**config.mk**
```make
export PLATFORM = sky130hd
export DESIGN_NAME = axi_mst_write_pipe_flat
export DESIGN_NICKNAME = d
export VERILOG_FILES = /design/src/rtl/axi_mst_write_pipe_if.sv /design/src/rtl/axi_mst_write_pipe.sv /design/src/flat_wrapper.sv
export SDC_FILE = /design/constraint.sdc
export NUM_CORES = 2
export LEC_CHECK = 0
export CAP_MARGIN = 15
export CORE_ASPECT_RATIO = 0.6
export CORE_MARGIN = 1.5
export CORE_UTILIZATION = 55
export CTS_BUF_LIST = sky130_fd_sc_hd__clkbuf_16
export DETAILED_ROUTE_END_ITERATION = 6
export PLACE_DENSITY = 0.84
export SYNTH_ARGS = -nofsm -noshare
export SYNTH_HDL_FRONTEND = slang
export SYNTH_SLANG_ARGS = --single-unit
```
**constraint.sdc**
```tcl
create_clock -name clk -period 4.7 [get_ports clk]
set_clock_uncertainty 0.15 [all_clocks]
set_input_delay 0.94 -clock clk [delete_from_list [all_inputs] [get_ports clk]]
set_output_delay 0.94 -clock clk [all_outputs]
set_load 0.01 [all_outputs]
```
**src/rtl/axi_mst_write_pipe_if.sv**
```systemverilog
// axi_mst_write_pipe_if: AXI4 write channels plus the AXIS feed of the streaming write master
interface axi_mst_write_pipe_if #(parameter int ID_WIDTH = 1, parameter int DATA_WIDTH = 64);
  logic [ID_WIDTH-1:0] awid;
  logic [31:0] awaddr;
  logic [7:0] awlen;
  logic [2:0] awsize;
  logic [1:0] awburst;
  logic awlock;
  logic [3:0] awcache;
  logic [2:0] awprot;
  logic [3:0] awregion, awqos;
  logic awvalid, awready;
  logic [DATA_WIDTH-1:0] wdata;
  logic [DATA_WIDTH/8-1:0] wstrb;
  logic wlast, wvalid, wready;
  logic [ID_WIDTH-1:0] bid;
  logic [1:0] bresp;
  logic bvalid, bready;
  logic [DATA_WIDTH-1:0] tdata;
  logic [DATA_WIDTH/8-1:0] tstrb;
  logic tlast, tvalid, tready;
  modport master (
    output awid, awaddr, awlen, awsize, awburst, awlock, awcache, awprot, awregion, awqos, awvalid,
    input awready,
    output wdata, wstrb, wlast, wvalid,
    input wready,
    input bid, bresp, bvalid,
    output bready,
    input tdata, tstrb, tlast, tvalid,
    output tready
  );
  modport slave (
    input awid, awaddr, awlen, awsize, awburst, awlock, awcache, awprot, awregion, awqos, awvalid,
    output awready,
    input wdata, wstrb, wlast, wvalid,
    output wready,
    output bid, bresp, bvalid,
    input bready,
    output tdata, tstrb, tlast, tvalid,
    input tready
  );
endinterface

```
**src/rtl/axi_mst_write_pipe.sv**
```systemverilog
// axi_mst_write_pipe: streams AXIS beats into memory as a run of INCR bursts with decoupled AW/W/B
module axi_mst_write_pipe #(
  parameter int ID_WIDTH = 1,
  parameter int DATA_WIDTH = 64,
  parameter int FIFO_DEPTH = 32,
  parameter int MAX_OUTSTANDING = 4
) (
  input logic clk,
  input logic rstn,
  input logic trigger,
  axi_mst_write_pipe_if.master bus,
  input logic START_REG,
  input logic TRIG_EN_REG,
  input logic [31:0] ADDR_REG,
  input logic [7:0] LEN_REG,
  input logic [31:0] NBURST_REG,
  output logic BUSY_REG,
  output logic DONE_REG,
  output logic [1:0] ERR_REG,
  output logic [31:0] BCNT_REG
);
  localparam int SIZE = $clog2(DATA_WIDTH/8);
  localparam int AW = $clog2(FIFO_DEPTH);
  typedef enum logic [1:0] {IDLE, ARM, RUN, DONE} state_t;
  state_t state, state_nx;
  logic [1:0] start_s, trig_s;
  logic start_d;
  logic [31:0] addr, nburst, aw_cnt, w_burst_cnt, bcnt;
  logic [7:0] len, beat_cnt;
  logic [3:0] outstanding;
  logic [1:0] err;
  logic [DATA_WIDTH-1:0] mem [FIFO_DEPTH];
  logic [AW:0] wp, rp;
  logic run, arm_go, empty, full, aw_hs, w_hs, b_hs, t_hs;
  logic unused;
  assign unused = ^{bus.bid, bus.tstrb, bus.tlast};
  assign run = state == RUN;
  assign arm_go = state == ARM && (!TRIG_EN_REG || trig_s[1]);
  assign empty = wp == rp;
  assign full = (wp[AW] != rp[AW]) && (wp[AW-1:0] == rp[AW-1:0]);
  always_comb begin
    state_nx = state;
    case (state)
      IDLE: state_nx = (start_s[1] && !start_d) ? ARM : IDLE;
      ARM: state_nx = arm_go ? RUN : ARM;
      RUN: state_nx = (bcnt == nburst) ? DONE : RUN;
      default: state_nx = (!start_s[1] && !(TRIG_EN_REG && trig_s[1])) ? IDLE : DONE;
    endcase
  end
  assign bus.awid = '0;
  assign bus.awaddr = addr;
  assign bus.awlen = len;
  assign bus.awsize = 3'(SIZE);
  assign bus.awburst = 2'b01;
  assign bus.awlock = 1'b0;
  assign bus.awcache = 4'b0011;
  assign bus.awprot = 3'b010;
  assign bus.awregion = 4'd0;
  assign bus.awqos = 4'd0;
  assign bus.awvalid = run && aw_cnt < nburst && outstanding < 4'(MAX_OUTSTANDING);
  // data for a burst is held back until its address has been accepted
  assign bus.wvalid = run && !empty && w_burst_cnt < aw_cnt;
  assign bus.wdata = mem[rp[AW-1:0]];
  assign bus.wstrb = '1;
  assign bus.wlast = beat_cnt == len;
  assign bus.bready = run;
  assign bus.tready = !full;
  assign aw_hs = bus.awvalid && bus.awready;
  assign w_hs = bus.wvalid && bus.wready;
  assign b_hs = bus.bvalid && run;
  assign t_hs = bus.tvalid && !full;
  assign ERR_REG = err;
  assign BCNT_REG = bcnt;
  always_ff @(posedge clk)
    if (t_hs) mem[wp[AW-1:0]] <= bus.tdata;
  always_ff @(posedge clk or negedge rstn)
    if (!rstn) begin
      state <= IDLE;
      start_s <= 2'b00;
      trig_s <= 2'b00;
      start_d <= 1'b0;
      BUSY_REG <= 1'b0;
      DONE_REG <= 1'b0;
      wp <= '0;
      rp <= '0;
      addr <= 32'd0;
      len <= 8'd0;
      nburst <= 32'd0;
      aw_cnt <= 32'd0;
      w_burst_cnt <= 32'd0;
      beat_cnt <= 8'd0;
      bcnt <= 32'd0;
      outstanding <= 4'd0;
      err <= 2'b00;
    end else begin
      state <= state_nx;
      start_s <= {start_s[0], START_REG};
      trig_s <= {trig_s[0], trigger};
      start_d <= start_s[1];
      BUSY_REG <= state_nx == ARM || state_nx == RUN;
      DONE_REG <= state_nx == DONE;
      if (t_hs) wp <= wp + (AW+1)'(1);
      if (w_hs) rp <= rp + (AW+1)'(1);
      if (arm_go) begin
        addr <= ADDR_REG;
        len <= LEN_REG;
        nburst <= NBURST_REG;
        aw_cnt <= 32'd0;
        w_burst_cnt <= 32'd0;
        beat_cnt <= 8'd0;
        bcnt <= 32'd0;
        outstanding <= 4'd0;
        err <= 2'b00;
      end else begin
        if (aw_hs) addr <= addr + ((32'(len) + 32'd1) << SIZE);
        if (aw_hs) aw_cnt <= aw_cnt + 32'd1;
        if (w_hs) beat_cnt <= bus.wlast ? 8'd0 : beat_cnt + 8'd1;
        if (w_hs && bus.wlast) w_burst_cnt <= w_burst_cnt + 32'd1;
        if (b_hs) bcnt <= bcnt + 32'd1;
        if (b_hs && err == 2'b00) err <= bus.bresp;
        if (aw_hs != b_hs) outstanding <= aw_hs ? outstanding + 4'd1 : outstanding - 4'd1;
      end
    end
endmodule

```
**src/flat_wrapper.sv**
```systemverilog
// flat-port wrapper written by rule: the top's interface ports become plain ports
module axi_mst_write_pipe_flat 
#(
  parameter int ID_WIDTH = 1,
  parameter int DATA_WIDTH = 64,
  parameter int FIFO_DEPTH = 32,
  parameter int MAX_OUTSTANDING = 4
)
  (clk, rstn, trigger, START_REG, TRIG_EN_REG, ADDR_REG, LEN_REG, NBURST_REG, BUSY_REG, DONE_REG, ERR_REG, BCNT_REG, bus_awid, bus_awaddr, bus_awlen, bus_awsize, bus_awburst, bus_awlock, bus_awcache, bus_awprot, bus_awregion, bus_awqos, bus_awvalid, bus_awready, bus_wdata, bus_wstrb, bus_wlast, bus_wvalid, bus_wready, bus_bid, bus_bresp, bus_bvalid, bus_bready, bus_tdata, bus_tstrb, bus_tlast, bus_tvalid, bus_tready);
  axi_mst_write_pipe_if #(.ID_WIDTH(ID_WIDTH), .DATA_WIDTH(DATA_WIDTH)) bus_i ();
  input logic clk;
  input logic rstn;
  input logic trigger;
  input logic START_REG;
  input logic TRIG_EN_REG;
  input logic [31:0] ADDR_REG;
  input logic [7:0] LEN_REG;
  input logic [31:0] NBURST_REG;
  output logic BUSY_REG;
  output logic DONE_REG;
  output logic [1:0] ERR_REG;
  output logic [31:0] BCNT_REG;
  output wire logic [$bits(bus_i.awid)-1:0] bus_awid;
  output wire logic [$bits(bus_i.awaddr)-1:0] bus_awaddr;
  output wire logic [$bits(bus_i.awlen)-1:0] bus_awlen;
  output wire logic [$bits(bus_i.awsize)-1:0] bus_awsize;
  output wire logic [$bits(bus_i.awburst)-1:0] bus_awburst;
  output wire logic [$bits(bus_i.awlock)-1:0] bus_awlock;
  output wire logic [$bits(bus_i.awcache)-1:0] bus_awcache;
  output wire logic [$bits(bus_i.awprot)-1:0] bus_awprot;
  output wire logic [$bits(bus_i.awregion)-1:0] bus_awregion;
  output wire logic [$bits(bus_i.awqos)-1:0] bus_awqos;
  output wire logic [$bits(bus_i.awvalid)-1:0] bus_awvalid;
  input wire logic [$bits(bus_i.awready)-1:0] bus_awready;
  output wire logic [$bits(bus_i.wdata)-1:0] bus_wdata;
  output wire logic [$bits(bus_i.wstrb)-1:0] bus_wstrb;
  output wire logic [$bits(bus_i.wlast)-1:0] bus_wlast;
  output wire logic [$bits(bus_i.wvalid)-1:0] bus_wvalid;
  input wire logic [$bits(bus_i.wready)-1:0] bus_wready;
  input wire logic [$bits(bus_i.bid)-1:0] bus_bid;
  input wire logic [$bits(bus_i.bresp)-1:0] bus_bresp;
  input wire logic [$bits(bus_i.bvalid)-1:0] bus_bvalid;
  output wire logic [$bits(bus_i.bready)-1:0] bus_bready;
  input wire logic [$bits(bus_i.tdata)-1:0] bus_tdata;
  input wire logic [$bits(bus_i.tstrb)-1:0] bus_tstrb;
  input wire logic [$bits(bus_i.tlast)-1:0] bus_tlast;
  input wire logic [$bits(bus_i.tvalid)-1:0] bus_tvalid;
  output wire logic [$bits(bus_i.tready)-1:0] bus_tready;
  assign bus_awid = bus_i.awid;
  assign bus_awaddr = bus_i.awaddr;
  assign bus_awlen = bus_i.awlen;
  assign bus_awsize = bus_i.awsize;
  assign bus_awburst = bus_i.awburst;
  assign bus_awlock = bus_i.awlock;
  assign bus_awcache = bus_i.awcache;
  assign bus_awprot = bus_i.awprot;
  assign bus_awregion = bus_i.awregion;
  assign bus_awqos = bus_i.awqos;
  assign bus_awvalid = bus_i.awvalid;
  assign bus_i.awready = bus_awready;
  assign bus_wdata = bus_i.wdata;
  assign bus_wstrb = bus_i.wstrb;
  assign bus_wlast = bus_i.wlast;
  assign bus_wvalid = bus_i.wvalid;
  assign bus_i.wready = bus_wready;
  assign bus_i.bid = bus_bid;
  assign bus_i.bresp = bus_bresp;
  assign bus_i.bvalid = bus_bvalid;
  assign bus_bready = bus_i.bready;
  assign bus_i.tdata = bus_tdata;
  assign bus_i.tstrb = bus_tstrb;
  assign bus_i.tlast = bus_tlast;
  assign bus_i.tvalid = bus_tvalid;
  assign bus_tready = bus_i.tready;
  axi_mst_write_pipe #(.ID_WIDTH(ID_WIDTH), .DATA_WIDTH(DATA_WIDTH), .FIFO_DEPTH(FIFO_DEPTH), .MAX_OUTSTANDING(MAX_OUTSTANDING)) u_core (.clk(clk), .rstn(rstn), .trigger(trigger), .bus(bus_i), .START_REG(START_REG), .TRIG_EN_REG(TRIG_EN_REG), .ADDR_REG(ADDR_REG), .LEN_REG(LEN_REG), .NBURST_REG(NBURST_REG), .BUSY_REG(BUSY_REG), .DONE_REG(DONE_REG), .ERR_REG(ERR_REG), .BCNT_REG(BCNT_REG));
endmodule
```
Word level (Yosys, flattened, before mapping)
Memory sizes are Yosys's and may differ from the RTL's. Cells that the tools add are included.

Bits in registers: 203. Memory bits (writable): 2048. Bits of input ports: 157. Output and inout bits: 175. Logic and storage cells: 96. Memories kept: 1.

Add/subtract/negate cells: 10. $lt $le $gt $ge: 3. Equality and inequality tests: 11. Multiplexer cells: 23. Reductions and logical operators: 31.

Memories: u_core.mem (words 32, bits a word 64, read ports 1, clocked after memory_dff 0, wr ports 1, line axi_mst_write_pipe.sv:32) `logic [DATA_WIDTH-1:0] mem [FIFO_DEPTH];`.

Operators by type and width (count): two-way mux 32 bit (8); adder 32 x 1 -> 32 bit, second input constant (3); < comparator 32 bit (2); adder 32 bit (1); == test 32 bit (1); two-way mux 8 bit (3); logical AND 1 bit (15); adder 6 x 1 -> 6 bit, second input constant (2); two-way mux 4 bit (3); nonzero test 2 bit (6); adder 8 x 1 -> 9 bit, second input constant (1); adder 8 x 1 -> 8 bit, second input constant (1); == test 8 bit (1); two-way mux 2 bit (4); == test 2 bit, second input constant (3); == test 6 bit (1); logical NOT 1 bit (6); one-hot mux 2 bit (3 select lines) (1); == test 5 bit (1); adder 4 x 1 -> 4 bit, second input constant (1); == test 2 x 1 -> 1 bit, second input constant (2); logical NOT 2 bit (2); < comparator 4 x 3 -> 1 bit, second input constant (1); two-way mux 1 bit (4); 3 further kinds (5).

Logic depth before layout (Yosys ltp)
Depth in word-level cells: 8. Gate-level depth with buffers: 16. Gate-level depth less buffers: 14.

Worst setup path before layout
OpenSTA, ideal clock, no wires.

Path kind: in2reg. Start: input port bus_tvalid. End: memory u_core.mem[31][0] (enable). Library setup time: 0.487 ns. Arrival: 4.416 ns. Data required time: 4.063 ns. Path slack: -0.352 ns. Stages: 4. Buffers on the path: 1. Path through: a21boi_1 > nand2_1 > clkbuf_1 > nor2_1.

Cells in the longest elaborated chain, start to end: 3.

Ends and longest elaborated chain: start: declaration (line flat_wrapper.sv:47) `input wire logic [$bits(bus_i.tvalid)-1:0] bus_tvalid;`; logical AND 1 bit (line axi_mst_write_pipe.sv:71) `assign t_hs = bus.tvalid && !full;`; two-way mux 1 bit (line axi_mst_write_pipe.sv:75) `if (t_hs) mem[wp[AW-1:0]] <= bus.tdata;`; two-way mux 1 bit (implied by the code) (line axi_mst_write_pipe.sv:75); end: declaration (line axi_mst_write_pipe.sv:32).

No other way between the ends.

Final worst setup path
Start: register u_core.rp[0]. End: output port bus_wdata[47].

Cells in the longest elaborated chain, start to end: 1.

Ends and longest elaborated chain: start: declaration (line axi_mst_write_pipe.sv:33) `logic [AW:0] wp, rp;`; start signal: assignment (line axi_mst_write_pipe.sv:103) `if (w_hs) rp <= rp + (AW+1)'(1);`; memory (32 x 64 bit); end: declaration (line flat_wrapper.sv:35) `output wire logic [$bits(bus_i.wdata)-1:0] bus_wdata;`.

No other way between the ends.

==> impl_metrics.py <==
metrics = {
    "drt": {
        "drt-initial-drc-count": 8955,
        "drc": 0,
        "routed_via_density": 7.06,
        "antenna_left": 0,
        "wl_per_cell_um": 37.3,
        "routed_wl_um": 271000,
        "firstDrtPassIters": 7,
        "num_vias": 51253,
    },
    "logic_synthesis": {
        "synth.most_common_cell": "edfxtp_1",
        "yosysTopAreaCell": "edfxtp_1",
        "synth_top_cells_by_count": "edfxtp_1 (2048), mux4_2 (640), nand2_1 (220), dfrtp_1 (203), clkbuf_1 (150)",
        "post-synth-top-area-fraction_pct": 68.3,
        "yosys_warnings": 0,
        "synth_area_um2": 90100,
        "synth.distinct_cells": 78,
        "syn_inst": 4369,
        "synth_edf_count": 2048,
        "async_reset_ff_share_pct": 9.02,
        "synth_area_leaders": "edfxtp_1 (68%), mux4_2 (16%), dfrtp_1 (5.6%)",
        "synth.avg_cell_area_um2": 20.6,
        "synth_top_flop_cell": "edfxtp_1",
        "synth-seq-area-share_pct": 73.9,
        "ys_ff_latch": 2251,
    },
    "placement": {
        "dp.cells": 6738,
        "gp_congestion": 0.857,
        "port_buffers": 291,
        "hpwlAfterDp_um": 127000,
        "pre_cts_slack_ns": 0.480,
        "place_area_um2": 97000,
    },
    "clock_tree": {
        "cts_tree": "built",
        "root_buffer": "clkbuf_16",
        "cts_buffers": 190,
        "clk_pin_slew_ns": 0.07,
        "postCtsHoldBufs": 0,
        "h-tree-depth": 4,
        "clockBufferDepth": 3,
        "clkLatencyLatePin_ns": 0.88,
        "clock-sinks": 2251,
    },
    "floorplanning": {
        "die_w_um": 526,
        "start_util_pct": 55.7,
        "die-area_um2": 166000,
        "dieHeight_um": 317,
        "core_um2": 162000,
        "io_pins": 332,
        "rows": 114,
    },
    "global_route": {
        "grt_pass1_vias": 50468,
        "overflow": 0,
        "grt_pass1_wl_um": 375000,
        "grt_start_max_net_pins": 125,
        "antenna_found_initial": 16,
        "grt_usage_pct": 32.3,
    },
    "timing": {
        "rsz0062_at_grt": "yes",
        "period_minus_slack_ns": 4.84,
        "max_slew_margin_pct": 9.12,
        "worst_slack_ns": -0.136,
        "fmax_ghz": 0.207,
        "setup_viol": 13,
        "min_period_over_period_pct": 103,
        "finalHoldViolCount": 0,
        "tightest_slew_ns": 1.36,
        "slew_violations": 0,
    },
    "run": {
        "maxCapViolations": 0,
    },
    "run_status": {
        "violations": "negative setup slack",
        "status": "finished with violations",
    },
    "pwr": {
        "p_leak_uw": 0.0349,
        "power.density_nw_per_um2": 574,
        "ir_drop_v": 0.000533,
    },
    "finish": {
        "fin_area_um2": 105000,
        "final_cells": 7256,
        "syn_to_final_growth_pct": 16.8,
        "drive_gt1_share_pct": 26.9,
        "nNetsFinal": 5184,
    },
    "setup_path": {
        "path_class": "reg2out",
        "end_kind": "output port",
        "start_kind": "flip-flop",
        "worstPathArrival_ns": 3.75,
        "worst-path-max-fanout": 7,
        "critPathRequiredTime_ns": 3.61,
    },
    "min_path": {
        "hp-class": "in2async",
    },
}
## through the flow
stage / util, % / hold slack, ns / power [µW] / TNS (ns)
floorplan: - / 0.181 / 35200 / -618.50
global placement: 59.9 / 0.184 / 41100 / 0
detailed placement: 59.9 / 0.186 / 41700 / 0
CTS: 64.5 / 0.145 / 59000 / -2.05
global route: 65.0 / 0.149 / 61900 / -0.899
finish: 65.0 / 0.0561 / 60400 / -0.540
## metal layers
layer,up-vias,part of all wire [%],global-route usage [%]
met5,-,0.017,0
met4,8,6.0,17.0
met3,1005,13,7.69
met2,4871,48,52.1
met1,26221,33,41.4
li1,19148,-,-
## kinds of logic after synthesis
group           count (synthesis)  share of synthesized area [%]
buf+inv                       339                           1.62
other cells                     2                        0.00833
compound gates                248                           1.77
xor+xnor                      106                           1.03
flops                        2251                           73.9
mux                           740                           17.2
simple gates                  597                           3.27
fa+ha+maj                      86                           1.21
## power by group
| group | internal, µW | total, µW | switching [µW] | leakage, µW |
|---|---|---|---|---|
| combinational | 10200 | 20400 | 10200 | 0.0107 |
| clock | 8050 | 15700 | 7640 | 0.00308 |
| sequential | 23400 | 24400 | 1000 | 0.0211 |
| total | 41600 | 60400 | 18800 | 0.0349 |
## path summary, 6_finish.rpt
| check | from | end | slack, ns | cells past startpoint |
|---|---|---|---|---|
| worst max-delay path | u_core.rp[0] | bus_wdata[47] | -0.14 | 10 |
| worst min-delay path | rstn | u_core.BCNT_REG[8] | 0.06 | 1 |
| worst max register to register | u_core.rp[4] | u_core.mem[24][43] | 0.29 | 9 |
| worst min register to register | u_core.trig_s[0] | u_core.trig_s[1] | 0.18 | 0 |
| max in group asynchronous | rstn | u_core.rp[0] | 3.23 | 2 |
| min in group clk | u_core.trig_s[0] | u_core.trig_s[1] | 0.18 | 0 |
## worst max-delay path: stages, from the launching register on
cell	delay, ns
dfrtp_4	0.52
buf_12	0.14
buf_12	0.15
buf_16	0.17
buf_16	0.15
buf_12	0.14
buf_6	0.11
mux4_2	0.44
mux4_2	0.53
mux2_4	0.36
buf_6	0.14
## layout by cell type, fill, tap and decap left out, types with 27 or more instances in the layout
cell | Yosys | layout
and3_1 | 29 | 29
inv_1 | 88 | 137
buf_12 | 0 | 86
buf_4 | 30 | 164
clkinv_2 | 0 | 27
clkinv_1 | 0 | 43
a21oi_1 | 63 | 62
nor2_1 | 96 | 63
clkdlybuf4s50_1 | 0 | 225
edfxtp_1 | 2048 | 2048
clkbuf_16 | 0 | 198
ha_1 | 84 | 84
nor4_1 | 35 | 35
dfrtp_1 | 203 | 197
mux2i_1 | 35 | 35
nand3_1 | 52 | 52
nor2_4 | 0 | 33
mux4_2 | 640 | 640
conb_1 | 2 | 30
nand2_1 | 220 | 220
nand4_1 | 53 | 53
xnor2_1 | 81 | 81
mux2_2 | 65 | 44
buf_16 | 0 | 34
o21ai_0 | 81 | 81
## what timing repair did
action                     in CTS  in global routing
resized for setup             188                 82
cloned                         21                  7
setup endpoints to repair      65                 45
pin swaps                       1                  0
buffers inserted               64                 67
## layout make-up
| class | instances | area [µm²] |
|---|---|---|
| Inverter | 89 | 334 |
| Clock buffer | 191 | 4780 |
| Multi-Input combinational cell | 1807 | 22500 |
| Fill cell | 9772 | 56600 |
| Antenna cell | 14 | 35.0 |
| Sequential cell | 2251 | 66600 |
| Clock inverter | 156 | 1140 |
| Tap cell | 2146 | 2690 |
| Timing Repair Buffer | 602 | 7180 |
## registers in the layout (all words and copies together) (netlist names), 2 cells and up
register	flops
u_core.start_s	2
u_core.beat_cnt	8
u_core.state	2
u_core.wp	6
u_core.rp	6
u_core.BCNT_REG	32
u_core.w_burst_cnt	32
u_core.aw_cnt	32
u_core.bus.awaddr	32
u_core.bus.awlen	8
u_core.outstanding	4
u_core.nburst	32
u_core.trig_s	2
u_core.mem	2048
u_core.ERR_REG	2
(Power assumes the default switching activity.)
